File: src/rtl/alu_arbiter_if.sv
// alu_arbiter_if: request/response bundle for alu_arbiter.
//   req0_* / req1_* : two valid/ready request channels (operands a, b and 3-bit op)
//   resp_*          : single tagged response channel with backpressure
//   flags0/flags1   : last legal {Z,N,C,V} delivered to each requester
// Modports: master = requesters/consumer side, slave = arbiter side.
interface alu_arbiter_if #(
  parameter int WIDTH = 32
);
  logic             req0_valid;
  logic             req0_ready;
  logic [WIDTH-1:0] req0_a;
  logic [WIDTH-1:0] req0_b;
  logic [2:0]       req0_op;
  logic             req1_valid;
  logic             req1_ready;
  logic [WIDTH-1:0] req1_a;
  logic [WIDTH-1:0] req1_b;
  logic [2:0]       req1_op;
  logic             resp_valid;
  logic             resp_ready;
  logic             resp_id;
  logic [WIDTH-1:0] resp_result;
  logic [3:0]       resp_flags;
  logic             resp_err;
  logic [3:0]       flags0;
  logic [3:0]       flags1;

  modport master (
    output req0_valid, req0_a, req0_b, req0_op,
    output req1_valid, req1_a, req1_b, req1_op,
    output resp_ready,
    input  req0_ready, req1_ready,
    input  resp_valid, resp_id, resp_result, resp_flags, resp_err,
    input  flags0, flags1
  );

  modport slave (
    input  req0_valid, req0_a, req0_b, req0_op,
    input  req1_valid, req1_a, req1_b, req1_op,
    input  resp_ready,
    output req0_ready, req1_ready,
    output resp_valid, resp_id, resp_result, resp_flags, resp_err,
    output flags0, flags1
  );
endinterface

File: src/rtl/alu_arbiter.sv
// alu_arbiter: shares one combinational ALU between two requesters using
// round-robin arbitration. A request is latched in IDLE, executed in EXEC and
// returned in RESP, where it is held until the consumer accepts it.
// Ports:
//   clk   - rising-edge clock
//   rst_n - asynchronous active-low reset
//   bus   - alu_arbiter_if.slave (request channels, response channel, flags)
module alu_arbiter #(
  parameter int WIDTH = 32
) (
  input logic         clk,
  input logic         rst_n,
  alu_arbiter_if.slave bus
);

  localparam logic [2:0] OP_ADD = 3'b000;
  localparam logic [2:0] OP_SUB = 3'b001;
  localparam logic [2:0] OP_AND = 3'b010;
  localparam logic [2:0] OP_OR  = 3'b011;
  localparam logic [2:0] OP_SLT = 3'b101;

  typedef enum logic [1:0] {
    ST_IDLE = 2'd0,
    ST_EXEC = 2'd1,
    ST_RESP = 2'd2
  } state_t;

  state_t           state_q, state_d;
  logic [WIDTH-1:0] op_a_q, op_a_d;
  logic [WIDTH-1:0] op_b_q, op_b_d;
  logic [2:0]       op_q, op_d;
  logic             id_q, id_d;
  logic             last_grant_q, last_grant_d;
  logic             resp_id_q, resp_id_d;
  logic [WIDTH-1:0] resp_result_q, resp_result_d;
  logic [3:0]       resp_flags_q, resp_flags_d;
  logic             resp_err_q, resp_err_d;
  logic [3:0]       flags0_q, flags0_d;
  logic [3:0]       flags1_q, flags1_d;

  logic             grant_s;
  logic             ready0_s;
  logic             ready1_s;
  logic             sub_s;
  logic [WIDTH:0]   sum_s;
  logic             ovf_s;
  logic             carry_s;
  logic             alu_err_s;
  logic [WIDTH-1:0] alu_res_s;
  logic [3:0]       alu_flags_s;

  // ALU on the latched operands; sub and slt share the adder as a + ~b + 1
  always_comb begin
    sub_s     = (op_q != OP_ADD);
    sum_s     = {1'b0, op_a_q} + {1'b0, (sub_s ? ~op_b_q : op_b_q)}
              + {{WIDTH{1'b0}}, sub_s};
    // Overflow: operand signs (after b inversion for subtract) agree, result sign differs
    if (sub_s) begin
      ovf_s = (op_a_q[WIDTH-1] != op_b_q[WIDTH-1]) && (sum_s[WIDTH-1] != op_a_q[WIDTH-1]);
    end else begin
      ovf_s = (op_a_q[WIDTH-1] == op_b_q[WIDTH-1]) && (sum_s[WIDTH-1] != op_a_q[WIDTH-1]);
    end
    alu_res_s = '0;
    carry_s   = 1'b0;
    alu_err_s = 1'b0;
    case (op_q)
      OP_ADD, OP_SUB: begin
        alu_res_s = sum_s[WIDTH-1:0];
        carry_s   = sum_s[WIDTH];
      end
      OP_AND: alu_res_s = op_a_q & op_b_q;
      OP_OR:  alu_res_s = op_a_q | op_b_q;
      OP_SLT: alu_res_s = {{(WIDTH-1){1'b0}}, sum_s[WIDTH-1] ^ ovf_s};
      default: alu_err_s = 1'b1;
    endcase
    if (alu_err_s) begin
      alu_flags_s = 4'b0000;
    end else begin
      // V only has meaning for the adder-based ops
      alu_flags_s = {(alu_res_s == '0), alu_res_s[WIDTH-1], carry_s,
                     ovf_s & ((op_q == OP_ADD) | (op_q == OP_SUB) | (op_q == OP_SLT))};
    end
  end

  // Arbitration, next-state and register next values
  always_comb begin
    state_d       = state_q;
    op_a_d        = op_a_q;
    op_b_d        = op_b_q;
    op_d          = op_q;
    id_d          = id_q;
    last_grant_d  = last_grant_q;
    resp_id_d     = resp_id_q;
    resp_result_d = resp_result_q;
    resp_flags_d  = resp_flags_q;
    resp_err_d    = resp_err_q;
    flags0_d      = flags0_q;
    flags1_d      = flags1_q;
    ready0_s      = 1'b0;
    ready1_s      = 1'b0;

    // Tie goes to whoever did not win last time
    if (bus.req0_valid && bus.req1_valid) begin
      grant_s = ~last_grant_q;
    end else if (bus.req1_valid) begin
      grant_s = 1'b1;
    end else begin
      grant_s = 1'b0;
    end

    case (state_q)
      ST_IDLE: begin
        // Ready goes only to a valid winner, so handshake == any valid
        if (bus.req0_valid || bus.req1_valid) begin
          ready0_s     = ~grant_s;
          ready1_s     = grant_s;
          op_a_d       = grant_s ? bus.req1_a  : bus.req0_a;
          op_b_d       = grant_s ? bus.req1_b  : bus.req0_b;
          op_d         = grant_s ? bus.req1_op : bus.req0_op;
          id_d         = grant_s;
          last_grant_d = grant_s;
          state_d      = ST_EXEC;
        end else begin
          state_d = ST_IDLE;
        end
      end
      ST_EXEC: begin
        resp_id_d     = id_q;
        resp_result_d = alu_res_s;
        resp_flags_d  = alu_flags_s;
        resp_err_d    = alu_err_s;
        state_d       = ST_RESP;
      end
      ST_RESP: begin
        if (bus.resp_ready) begin
          state_d = ST_IDLE;
          if (!resp_err_q) begin
            if (resp_id_q) begin
              flags1_d = resp_flags_q;
            end else begin
              flags0_d = resp_flags_q;
            end
          end else begin
            flags0_d = flags0_q;
          end
        end else begin
          state_d = ST_RESP;
        end
      end
      default: state_d = ST_IDLE;
    endcase
  end

  // State and datapath registers
  always_ff @(posedge clk or negedge rst_n) begin
    if (!rst_n) begin
      state_q       <= ST_IDLE;
      op_a_q        <= '0;
      op_b_q        <= '0;
      op_q          <= 3'b000;
      id_q          <= 1'b0;
      last_grant_q  <= 1'b1;
      resp_id_q     <= 1'b0;
      resp_result_q <= '0;
      resp_flags_q  <= 4'b0000;
      resp_err_q    <= 1'b0;
      flags0_q      <= 4'b0000;
      flags1_q      <= 4'b0000;
    end else begin
      state_q       <= state_d;
      op_a_q        <= op_a_d;
      op_b_q        <= op_b_d;
      op_q          <= op_d;
      id_q          <= id_d;
      last_grant_q  <= last_grant_d;
      resp_id_q     <= resp_id_d;
      resp_result_q <= resp_result_d;
      resp_flags_q  <= resp_flags_d;
      resp_err_q    <= resp_err_d;
      flags0_q      <= flags0_d;
      flags1_q      <= flags1_d;
    end
  end

  // Ready is forced low while reset is held even though state already reads IDLE
  assign bus.req0_ready  = ready0_s & rst_n;
  assign bus.req1_ready  = ready1_s & rst_n;
  assign bus.resp_valid  = (state_q == ST_RESP);
  assign bus.resp_id     = resp_id_q;
  assign bus.resp_result = resp_result_q;
  assign bus.resp_flags  = resp_flags_q;
  assign bus.resp_err    = resp_err_q;
  assign bus.flags0      = flags0_q;
  assign bus.flags1      = flags1_q;

endmodule

File: src/flat_wrapper.sv
// flat-port wrapper written by rule: the top's interface ports become plain ports
module alu_arbiter_flat 
#(
  parameter int WIDTH = 32
)
  (clk, rst_n, bus_req0_valid, bus_req0_a, bus_req0_b, bus_req0_op, bus_req1_valid, bus_req1_a, bus_req1_b, bus_req1_op, bus_resp_ready, bus_req0_ready, bus_req1_ready, bus_resp_valid, bus_resp_id, bus_resp_result, bus_resp_flags, bus_resp_err, bus_flags0, bus_flags1);
  alu_arbiter_if #(.WIDTH(WIDTH)) bus_i ();
  input logic clk;
  input logic rst_n;
  input wire logic [$bits(bus_i.req0_valid)-1:0] bus_req0_valid;
  input wire logic [$bits(bus_i.req0_a)-1:0] bus_req0_a;
  input wire logic [$bits(bus_i.req0_b)-1:0] bus_req0_b;
  input wire logic [$bits(bus_i.req0_op)-1:0] bus_req0_op;
  input wire logic [$bits(bus_i.req1_valid)-1:0] bus_req1_valid;
  input wire logic [$bits(bus_i.req1_a)-1:0] bus_req1_a;
  input wire logic [$bits(bus_i.req1_b)-1:0] bus_req1_b;
  input wire logic [$bits(bus_i.req1_op)-1:0] bus_req1_op;
  input wire logic [$bits(bus_i.resp_ready)-1:0] bus_resp_ready;
  output wire logic [$bits(bus_i.req0_ready)-1:0] bus_req0_ready;
  output wire logic [$bits(bus_i.req1_ready)-1:0] bus_req1_ready;
  output wire logic [$bits(bus_i.resp_valid)-1:0] bus_resp_valid;
  output wire logic [$bits(bus_i.resp_id)-1:0] bus_resp_id;
  output wire logic [$bits(bus_i.resp_result)-1:0] bus_resp_result;
  output wire logic [$bits(bus_i.resp_flags)-1:0] bus_resp_flags;
  output wire logic [$bits(bus_i.resp_err)-1:0] bus_resp_err;
  output wire logic [$bits(bus_i.flags0)-1:0] bus_flags0;
  output wire logic [$bits(bus_i.flags1)-1:0] bus_flags1;
  assign bus_i.req0_valid = bus_req0_valid;
  assign bus_i.req0_a = bus_req0_a;
  assign bus_i.req0_b = bus_req0_b;
  assign bus_i.req0_op = bus_req0_op;
  assign bus_i.req1_valid = bus_req1_valid;
  assign bus_i.req1_a = bus_req1_a;
  assign bus_i.req1_b = bus_req1_b;
  assign bus_i.req1_op = bus_req1_op;
  assign bus_i.resp_ready = bus_resp_ready;
  assign bus_req0_ready = bus_i.req0_ready;
  assign bus_req1_ready = bus_i.req1_ready;
  assign bus_resp_valid = bus_i.resp_valid;
  assign bus_resp_id = bus_i.resp_id;
  assign bus_resp_result = bus_i.resp_result;
  assign bus_resp_flags = bus_i.resp_flags;
  assign bus_resp_err = bus_i.resp_err;
  assign bus_flags0 = bus_i.flags0;
  assign bus_flags1 = bus_i.flags1;
  alu_arbiter #(.WIDTH(WIDTH)) u_core (.clk(clk), .rst_n(rst_n), .bus(bus_i));
endmodule
File: config.mk
export PLATFORM = sky130hd
export DESIGN_NAME = alu_arbiter_flat
export DESIGN_NICKNAME = d
export VERILOG_FILES = /design/src/rtl/alu_arbiter_if.sv /design/src/rtl/alu_arbiter.sv /design/src/flat_wrapper.sv
export SDC_FILE = /design/constraint.sdc
export NUM_CORES = 1
export LEC_CHECK = 0
export ABC_AREA = 1
export ABC_CLOCK_PERIOD_IN_PS = 3600
export CAP_MARGIN = 20
export CORE_MARGIN = 1.5
export CORE_UTILIZATION = 65
export DETAILED_ROUTE_END_ITERATION = 6
export DONT_BUFFER_PORTS = 1
export GPL_TIMING_DRIVEN = 0
export HOLD_SLACK_MARGIN = 0.15
export PLACE_DENSITY = 0.81
export SYNTH_ARGS = -nofsm -noshare
export SYNTH_HDL_FRONTEND = slang
export SYNTH_SLANG_ARGS = --single-unit
File: constraint.sdc
create_clock -name clk -period 3.6 [get_ports clk]
set_input_delay 0.72 -clock clk [delete_from_list [all_inputs] [get_ports clk]]
set_output_delay 0.72 -clock clk [all_outputs]
set_load 0.05 [all_outputs]
==> results of run 1 <==
==> logic make-up after synthesis <==
family                   count (synthesis)  share of synthesized area [%]
AO/OA/AOI/OAI                          236                          15.69
buffers and inverters                  209                          9.400
adder cells (fa/ha/maj)                 37                          5.479
flip-flops                             117                          34.12
XOR/XNOR                                33                          3.366
AND/OR/NAND/NOR                        611                          31.94
==> flip-flops by register name, summed over array words and instances, names as in the netlist <==
| name | flops |
|---|---|
| u_core.last_grant_q | 1 |
| u_core.id_q | 1 |
| u_core.bus.resp_id | 1 |
| u_core.bus.resp_flags | 4 |
| u_core.bus.resp_err | 1 |
| u_core.state_q | 2 |
| u_core.bus.flags0 | 4 |
| u_core.bus.resp_result | 32 |
| u_core.op_a_q | 32 |
| u_core.bus.flags1 | 4 |
| u_core.op_q | 3 |
| u_core.op_b_q | 32 |
==> layout by cell type (no fill, tap or decap), drive strengths merged <==
| cell type | n |
|---|---|
| nand2 | 289 |
| nand3 | 183 |
| inv | 156 |
| dfrtp | 116 |
| nor2 | 107 |
| o21ai | 88 |
| a21oi | 67 |
| clkbuf | 58 |
| ha | 36 |
| xor2 | 31 |
| o211ai | 31 |
| a31oi | 19 |
| o22ai | 17 |
| buf | 17 |
| nand4 | 14 |
| clkinv | 9 |
| o21bai | 6 |
| a21o | 6 |
| nand3b | 6 |
| nor3 | 6 |
| or2 | 3 |
| xnor2 | 2 |
| clkinvlp | 2 |
| bufinv | 2 |
| nor4 | 2 |
| and2 | 1 |
| a21boi | 1 |
| a221oi | 1 |
| fa | 1 |
| dlygate4sd3 | 1 |
| dfstp | 1 |
==> metrics by stage <==
stage          setup WS [ns]  hold slack [ns]  util, %  instance area [sq um]  cells
3_3_place_gp         -0.1533           0.4265    68.90                   8801   1415
3_5_place_dp         -0.1912           0.4268    68.96                   8808   1416
4_1_cts              0.03818           0.2799    73.82                   9429   1450
6_report             0.09744           0.1654    74.24                   9483   1451
5_1_grt             -0.02349           0.2953    74.24                   9483   1451
2_1_floorplan         0.3902           0.4244        -                   8586   1243
==> area by class of cell <==
class                   count  area [sq um]  share of cell area (%)
multi-input cells         917          4891                   51.58
flip-flops and latches    117          2929                   30.89
inverters                 158         593.1                   6.254
clock buffers              21         450.4                   4.750
plain buffers              51         222.7                   2.349
well taps                 172         215.2                   2.269
clock inverters            11         128.9                   1.359
repair buffers              4         52.55                  0.5542
==> layer usage <==
metal / up-vias / wire length (microns) / part of all wire (%)
met2: 595 / 13890 / 46
li1: 4175 / - / -
met1: 4299 / 11340 / 37
met5: - / 65 / 0.21
met4: 2 / 1542 / 5.1
met3: 116 / 3567 / 12
==> repair_timing <==
item | in CTS | in global routing
setup endpoints to repair | 2 | 4
gates resized for setup | 3 | 23
buffers inserted | 0 | 1
pin swaps | 0 | 2
endpoints found under the hold margin | 116 | 0
hold buffers | 2 | 0
==> worst max-delay path: stages, from the launching register on <==
cell and delay, ns:
dfrtp_1 0.45, nor2_2 0.21, nand2_4 0.12, buf_2 0.27, xor2_1 0.20, ha_2 0.47, nand2_1 0.15, nor2_2 0.18
inv_2 0.05, nor3_1 0.13, nand2_1 0.12, nand2_1 0.13, nand3_1 0.12, nand2_1 0.11, nand2_1 0.05, nand3_1 0.06
nand2_1 0.08, inv_2 0.09, nand3_1 0.11, nor2_1 0.16, nand4_1 0.11, nand2_1 0.07
==> worst min-delay path by stage <==
stage,from,to,slack [ns],cells past startpoint
6_report,rst_n,u_core.bus.resp_result[21],0.17,1
2_1_floorplan,rst_n,u_core.bus.flags0[0],0.42,0
3_5_place_dp,rst_n,u_core.bus.resp_result[21],0.43,0
3_3_place_gp,rst_n,u_core.bus.resp_result[15],0.43,0
5_1_grt,rst_n,u_core.bus.resp_result[21],0.30,1
4_1_cts,rst_n,u_core.bus.resp_result[21],0.28,1
==> reports/metrics.yaml, run 1 <==
status: "finished, final reports clean"
use_met1_pct: 52.97
syn_to_final_growth_pct: 10.45
grt.met3_usage_pct: 12.11
synth_top_cells_by_count: "270 x nand2_1, 177 x nand3_1, 147 x inv_1"
crit_start: "u_core.op_q[2]"
worstSetupEndpointType: "flop"
worstPathRequired_ns: 3.96
routabilityCongestion: 0.9992
synth-seq-cells: 117
cts_root_buffer: "clkbuf_16"
nets: 1442
yosysUniqueCellTypes: 42
firstDrtPassIters: 6
htreeDepth: 4
period_minus_slack_ns: 3.503
worst_slew_margin_rel_pct: 24.02
dpl.hpwl_microns: 23410
wl_per_cell_microns: 20.96
cp.arrival_ns: 3.87
drt_iter0_markers: 981
synth_ff_type: "dfrtp_1"
pin_count: 188
drc: 0
fmax_ghz: 0.2855
fin_crit_sh_pct: 97.29
die_y_microns: 117.9
yosysMostFrequentCell: "nand2_1"
synthArstFlopShare_pct: 100.0
synth_top_cell_by_area: "dfrtp_1"
slew_viol_final: 0
cts_sinks: 117
die_area_sq_mm: 0.01391
grt_max_degree: 117
setup_tns_ns: 0
wl_microns: 30410
hp-class: "input pin to async pin"
grt_use_total_pct: 43.32
gr-max-usage-layer: "met2"
synthTopCellsByArea: "dfrtp_1 34%, nand2_1 12%, nand3_1 10%"
numCtsBuffers: 17
synth_warnings: 0
worstSetupEndpoint: "u_core.bus.resp_flags[3]"
syn_inst: 1243
rows: 41
syn_nets: 1419
cts-root-to-sink-buffers: 2
grt_pass1_wl_microns: 45930
rr_worst_depth: 21
diodes: 0
synth-seq-area-share_pct: 34.12
core_area_sq_mm: 0.01277
grt-ovfl-total: 0
drive_above_1_share_pct: 8.444
vias: 9187
start_util_pct: 67.22
viasPerCell: 6.331
reg2reg_from: "u_core.op_q[2]"
synthesis.area_sq_mm: 0.008586
insertion_delay_ns: 0.43
global_route.usage.met2_pct: 68.79
worst_pin_slew_ns: 1.136
ant_nets: 0
cts.clk_slew.worst_paths_ns: 0.06
tritoncts: "built"
syn_avg_cell_area_sq_um: 6.907
critPathMaxFanout: 10
antenna_found_initial: 0
die_w_microns: 117.9
grt_pass1_vias: 8723
synth_edf_count: 0
clock_skew_ns: 0.009427
crit_type: "flop to flop"
r2r-end: "u_core.bus.resp_flags[3]"
rrSetupSlack_ns: 0.1
max_cap_viol_count: 0
cp-start-kind: "flop"
fillers: 1046
synth_top_area_share_pct: 33.81
setup_viol: 0
portBuffers: 0
hold_viol_final: 0
Power of run 1 is left out: the tool's default activity adds up to more than one toggle a clock period on the data nets, which glitch-free logic cannot reach.
==> inputs of run 2 (changes only) <==
--- a/config.mk
+++ b/config.mk
@@ -9,12 +9,11 @@
 export ABC_CLOCK_PERIOD_IN_PS = 3600
 export CAP_MARGIN = 20
 export CORE_MARGIN = 1.5
-export CORE_UTILIZATION = 65
+export CORE_UTILIZATION = 45
 export DETAILED_ROUTE_END_ITERATION = 6
 export DONT_BUFFER_PORTS = 1
 export GPL_TIMING_DRIVEN = 0
 export HOLD_SLACK_MARGIN = 0.15
-export PLACE_DENSITY = 0.81
 export SYNTH_ARGS = -nofsm -noshare
 export SYNTH_HDL_FRONTEND = slang
 export SYNTH_SLANG_ARGS = --single-unit
==> run 2 against run 1 <==
The flow now finishes with violations (DRC); die area is 43% higher; design area is 0.38% higher; fmax is 1.6% higher; wire length is 6.5% higher; via count is 4.9% lower; critical path depth is 17 lower; sequential share of layout area is 0.10 points lower; clock skew is 0.00070 ns higher; global-route usage is 10 points lower; hold slack worse by 0.00096 ns; cell count is 4.3% higher; first-iteration DRC count is 32% lower.
==> reports/metrics.yaml, run 2 (synthesis results as in run 1) <==
status: "finished, violations left"
violations: "DRC"
diodes: 0  # unchanged
cp_num_buf_inv: 1  # -2
hold_viol_final: 0  # unchanged
fillers: 1925  # +84%
setup_tns_ns: 0  # unchanged
pin_count: 188  # unchanged
drt_iter0_markers: 671  # -32%
dpl_cell_area_sq_mm: 0.008886  # +0.88%
wl_per_cell_microns: 21.38  # +2.0%
dpl.hpwl_microns: 25590  # +9.3%
firstDrtPassIters: 7  # +1
max_cap_viol_count: 0  # unchanged
die_area_sq_mm: 0.01992  # +43%
final_cell_count_no_fill: 1514  # +4.3%
hp-class: "input pin to async pin"
fin_crit_sh_pct: 95.80  # -1.5 points
multiInputGateArea_sq_mm: 0.004887  # about the same
grt-ovfl-total: 0  # unchanged
clock_skew_ns: 0.01012  # +0.0006961 ns
seq_area_sq_mm: 0.002930  # about the same
start_util_pct: 45.90  # -21 points
critPathMaxFanout: 10  # unchanged
htreeDepth: 4  # unchanged
ant_nets: 0  # unchanged
cp-start-kind: "flop"
period_minus_slack_ns: 3.449  # -0.05368 ns
vias: 8739  # -4.9%
tritoncts: "built"
placedCellCount: 1478  # +4.4%
fin_util_pct: 50.89  # -23 points
viasPerCell: 5.772  # -8.8%
fmax_ghz: 0.2899  # +1.6%
antenna_found_initial: 0  # unchanged
insertion_delay_ns: 0.43  # about the same
drive_above_1_share_pct: 8.359  # -0.085 points
path_cells: "nor2_1 -> clkbuf_1 -> nand2_1 -> nor2_2"
grt_pass1_vias: 8225  # -5.7%
core_area_sq_mm: 0.01871  # +46%
die_w_microns: 141.1  # +20%
mostFrequentLayoutCell: "nand2_1"
die_y_microns: 141.1  # +20%
portBuffers: 0  # unchanged
cts_root_buffer: "clkbuf_16"
routabilityCongestion: 0.9459  # -5.3%
cp_top_family: "simple AND/OR/NAND/NOR gates"
cts.clk_slew.worst_paths_ns: 0.06  # about the same
setup_viol: 0  # unchanged
cts-root-to-sink-buffers: 2  # unchanged
cpMaxStageDelayCell: "nor2_1"
worstSetupEndpointType: "output port"
worstPathRequired_ns: 2.88  # -1.08 ns
grt_setup_unrepaired: "no"
final_cell_mix: "270 x nand2_1, 177 x nand3_1, 146 x inv_1"
grt_pass1_wl_microns: 48200  # +4.9%
syn_to_final_growth_pct: 10.87
grt_use_total_pct: 32.87  # -10 points
slowest_delay_ns: 0.69  # +0.22 ns
numCtsBuffers: 17  # unchanged
final_area_sq_mm: 0.009519  # +0.38%
slew_viol_final: 0  # unchanged
worst_slew_margin_rel_pct: 27.43  # +3.4 points
drc: 2  # +2
crit_type: "flop to output port"
rows: 50  # +22%
wl_microns: 32370  # +6.5%
worst_pin_slew_ns: 1.084  # -0.05107 ns
cp.arrival_ns: 2.73  # -1.14 ns
cts_sinks: 117  # unchanged
nets: 1444  # +0.14%
grt_max_degree: 117  # unchanged
## run 2: cell count changes in the layout (fill, tap and decap cells not counted), moves of 3 or more
| cell | delta |
|---|---|
| clkinv_4 | -4 |
| clkinvlp_4 | +3 |
| a21oi_1 | +3 |
| a21oi_2 | -3 |
## run 2: what timing repair did
action,CTS,global route
pin swaps,0,2
hold buffers,2,0
endpoints found under the setup margin,5,2
hold endpoints to repair,116,0
gates resized for setup,5,18
setup buffers,0,3
## run 2: area by class of cell
class | instances | area share [%]
sequential | 117 | 30.78
tap | 234 | 3.076
clock inverter | 11 | 0.8281
inverter | 158 | 6.230
buffer | 51 | 2.340
multi-input combinational | 917 | 51.34
timing repair buffer | 6 | 0.7098
clock buffer | 20 | 4.692
## run 2: metrics by stage
step                      hold WS [ns]  worst slack [ns]
after floorplan                 0.4244            0.3902
after global placement          0.4288           -0.2282
after detailed placement        0.4292           -0.2259
after CTS                       0.2716           0.01205
after global routing            0.2884          0.006310
final                           0.1645            0.1511
## run 2: worst paths after layout
check | start | endpoint | slack, ns | cells after the start
hold / removal | rst_n | u_core.bus.resp_result[15] | 0.16 | 1
max in group asynchronous | rst_n | u_core.last_grant_q | 2.60 | 1
setup reg to reg | u_core.op_q[2] | u_core.bus.resp_flags[3] | 0.19 | 21
setup / recovery | u_core.state_q[1] | bus_req1_ready | 0.15 | 4
hold reg to reg | u_core.last_grant_q | u_core.last_grant_q | 0.47 | 2
min in group clk | bus_resp_ready | u_core.state_q[1] | 0.39 | 1
## run 2: per-layer routing
| metal | global-route usage (%) | share of wire (%) | vias up |
|---|---|---|---|
| met5 | 0 | 0 | - |
| met4 | 13.76 | 3.7 | 0 |
| met3 | 8.560 | 8.4 | 62 |
| met2 | 51.14 | 45 | 386 |
| met1 | 43.32 | 43 | 4099 |
| li1 | - | - | 4192 |
Power of run 2 is left out for the same reason.
==> inputs of run 3 (changes only) <==
--- a/config.mk
+++ b/config.mk
@@ -5,11 +5,12 @@
 export SDC_FILE = /design/constraint.sdc
 export NUM_CORES = 1
 export LEC_CHECK = 0
-export ABC_AREA = 1
+export ABC_AREA = 0
 export ABC_CLOCK_PERIOD_IN_PS = 3600
 export CAP_MARGIN = 20
 export CORE_MARGIN = 1.5
 export CORE_UTILIZATION = 45
+export CTS_BUF_LIST = sky130_fd_sc_hd__clkbuf_8
 export DETAILED_ROUTE_END_ITERATION = 6
 export DONT_BUFFER_PORTS = 1
 export GPL_TIMING_DRIVEN = 0
==> run 3 against run 2 <==
The flow finishes with violations (setup timing); setup slack worse by 0.59 ns; clock skew grew 0.0036 ns; design area grew 3.1%; sequential share of layout area fell by 0.91 points; non-clock buffer count increased by 55; register-to-register slack got worse by 0.63 ns; synthesized cell count decreased by 28%; critical endpoint is now u_core.bus.resp_flags[3]; largest cell class unchanged.
==> reports/metrics.yaml, run 3 <==
drc: 0  # -2
syn_avg_cell_area_sq_um: 8.714  # +26%
synth_top_cells_by_count: "183 x nand2_1, 116 x dfrtp_1, 92 x o21ai_0"
final_cell_mix: "178 x nand2_1, 114 x dfrtp_1, 71 x o21ai_0"
ant_nets: 0  # unchanged
cp_num_buf_inv: 3  # +2
wl_per_cell_microns: 21.13  # -1.2%
grt_max_degree: 118  # +0.85%
start_util_pct: 46.48  # +0.58 points
cts_sinks: 117  # unchanged
synthesis.area_sq_mm: 0.007790  # -9.3%
violations: "setup timing"
cp-start-kind: "flop"
tritoncts: "built"
worst_pin_slew_ns: 1.071  # -0.01325 ns
vias: 7261  # -17%
wl_microns: 25510  # -21%
mostFrequentLayoutCell: "nand2_1"
synth_top_area_share_pct: 37.26  # +3.5 points
rows: 47  # -6.0%
synthArstFlopShare_pct: 100.0  # unchanged
cpMaxStageDelayCell: "dfrtp_2"
pin_count: 188  # unchanged
synth-seq-cells: 117  # unchanged
numCtsBuffers: 17  # unchanged
synth_warnings: 0  # unchanged
syn_to_final_growth_pct: 25.99
grt_use_total_pct: 28.31  # -4.6 points
synth_top_cell_by_area: "dfrtp_1"
dp_slack_ns: -1.197  # -0.9712 ns
drive_above_1_share_pct: 24.16  # +16 points
htreeDepth: 4  # unchanged
hold_viol_final: 0  # unchanged
die_y_microns: 134.6  # -4.6%
synthTopCellsByArea: "dfrtp_1 37%, nand2_1 8.8%, o21ai_0 5.9%"
worst_slew_margin_rel_pct: 28.44  # +1.0 points
routabilityCongestion: 0.9076  # -4.0%
cts_root_buffer: "clkbuf_8"
synth-seq-area-share_pct: 37.60  # +3.5 points
insertion_delay_ns: 0.46  # +0.03 ns
fmax_ghz: 0.2477  # -15%
slowest_delay_ns: 0.46  # -0.23 ns
grt_pass1_vias: 7009  # -15%
yosysUniqueCellTypes: 63  # +50%
syn_nets: 1070  # -25%
period_minus_slack_ns: 4.038  # +0.5890 ns
yosysMostFrequentCell: "nand2_1"
cts.clk_slew.worst_paths_ns: 0.08  # +0.02 ns
grt-ovfl-total: 0  # unchanged
drt_iter0_markers: 619  # -7.7%
cp.arrival_ns: 4.39  # +1.66 ns
fin_ws_ns: -0.4379  # -0.5890 ns
fin_util_pct: 58.56  # +7.7 points
worstSetupEndpointType: "flop"
grt_setup_unrepaired: "yes"
dpl_cell_area_sq_mm: 0.008220  # -7.5%
max_cap_viol_count: 0  # unchanged
cts-root-to-sink-buffers: 2  # unchanged
hp-class: "input pin to async pin"
portBuffers: 0  # unchanged
fin_crit_sh_pct: 112.2  # +16 points
worstPathRequired_ns: 3.96  # +1.08 ns
final_area_sq_mm: 0.009814  # +3.1%
setup_viol: 12  # +12
cp_top_family: "compound AO/OA/AOI/OAI gates"
synth_edf_count: 0  # unchanged
grt_pass1_wl_microns: 39120  # -19%
critPathMaxFanout: 5  # -5
core_area_sq_mm: 0.01676  # -10%
setup_tns_ns: -2.109  # -2.109 ns
syn_inst: 894  # -28%
antenna_found_initial: 1  # +1
clock_skew_ns: 0.01369  # +0.003561 ns
status: "finished, violations left"
dpl.hpwl_microns: 18100  # -29%
viasPerCell: 6.016  # +4.2%
nets: 1148  # -20%
synth_ff_type: "dfrtp_1"
firstDrtPassIters: 5  # -2
die_area_sq_mm: 0.01811  # -9.1%
path_cells: "clkbuf_16 -> or2_4 -> nor2_4 -> buf_8 -> buf_12 -> xnor2_2 -> ha_4 -> nand2_1 -> o311a_4 -> o31a_4 -> o21bai_2 -> nor2_1 -> a211oi_2 -> nand3_1 -> a221oi_2 -> nand4_1 -> o41ai_2"
slew_viol_final: 0  # unchanged
crit_type: "flop to flop"
die_w_microns: 134.6  # -4.6%
[run 3: metal layers]
layer	global-route usage [%]	vias to the layer above	routed length, microns
met5	0	-	0
met4	9.558	0	612
met3	6.156	42	1693
met2	43.11	303	11460
li1	-	3382	-
met1	39.92	3534	11740
[run 3: final cells by class]
type / count / area [sq um]
antenna: 2 / 5.005
buffer: 42 / 269.0
clock buffer: 17 / 234.0
clock inverter: 15 / 165.2
fill: 1495 / 6945
inverter: 14 / 52.55
multi-input combinational: 710 / 5294
sequential: 117 / 2932
tap: 220 / 275.3
timing repair buffer: 70 / 588.1
[run 3: what timing repair did]
item / 4_1_cts / 5_1_grt
gates resized for setup: 104 / 67
hold endpoints to repair: 117 / 0
gates cloned: 2 / 0
pin swaps: 64 / 67
hold buffers: 1 / 0
buffers inserted: 49 / 25
endpoints found under the setup margin: 27 / 23
[run 3: worst reg2reg max path, cell delays in order, from the launching register on]
cell and delay (ns):
dfrtp_2 0.46, clkbuf_16 0.17, or2_4 0.26, nor2_4 0.13, buf_8 0.15, buf_12 0.13, xnor2_2 0.08, ha_4 0.30
nand2_1 0.09, o311a_4 0.39, o31a_4 0.39, o21bai_2 0.21, nor2_1 0.09, a211oi_2 0.34, nand3_1 0.19, a221oi_2 0.21
nand4_1 0.15, o41ai_2 0.22
[run 3: through the flow]
step / std cells / hold WS (ns)
global route: 1207 / 0.2488
CTS: 1190 / 0.2557
detailed placement: 1114 / 0.4304
global placement: 1114 / 0.4292
finish: 1207 / 0.1426
floorplan: 894 / 0.4244
[run 3: path summary, 6_finish.rpt]
check / startpoint / end / slack (ns) / cells after the start
hold reg to reg: u_core.last_grant_q / u_core.last_grant_q / 0.53 / 1
max in group asynchronous: rst_n / u_core.bus.resp_flags[2] / 2.88 / 1
hold / removal: rst_n / u_core.op_a_q[1] / 0.14 / 1
setup reg to reg: u_core.op_q[2] / u_core.bus.resp_flags[3] / -0.44 / 17
min in group clk: bus_req1_a[24] / u_core.op_a_q[24] / 0.36 / 2
setup / recovery: u_core.op_q[2] / u_core.bus.resp_flags[3] / -0.44 / 17
[run 3: logic make-up (layout without fill, tap and decap cells)]
| kind of cell | count (synthesis) | in the layout | share of synthesized area [%] |
|---|---|---|---|
| xor+xnor | 58 | 58 | 6.521 |
| buf+inv | 67 | 158 | 3.373 |
| flops | 117 | 117 | 37.60 |
| simple gates | 287 | 287 | 16.38 |
| compound gates | 269 | 269 | 22.31 |
| other cells | 0 | 2 | 0 |
| fa+ha+maj | 57 | 57 | 8.609 |
| mux | 39 | 39 | 5.204 |
Power of run 3 is left out for the same reason.
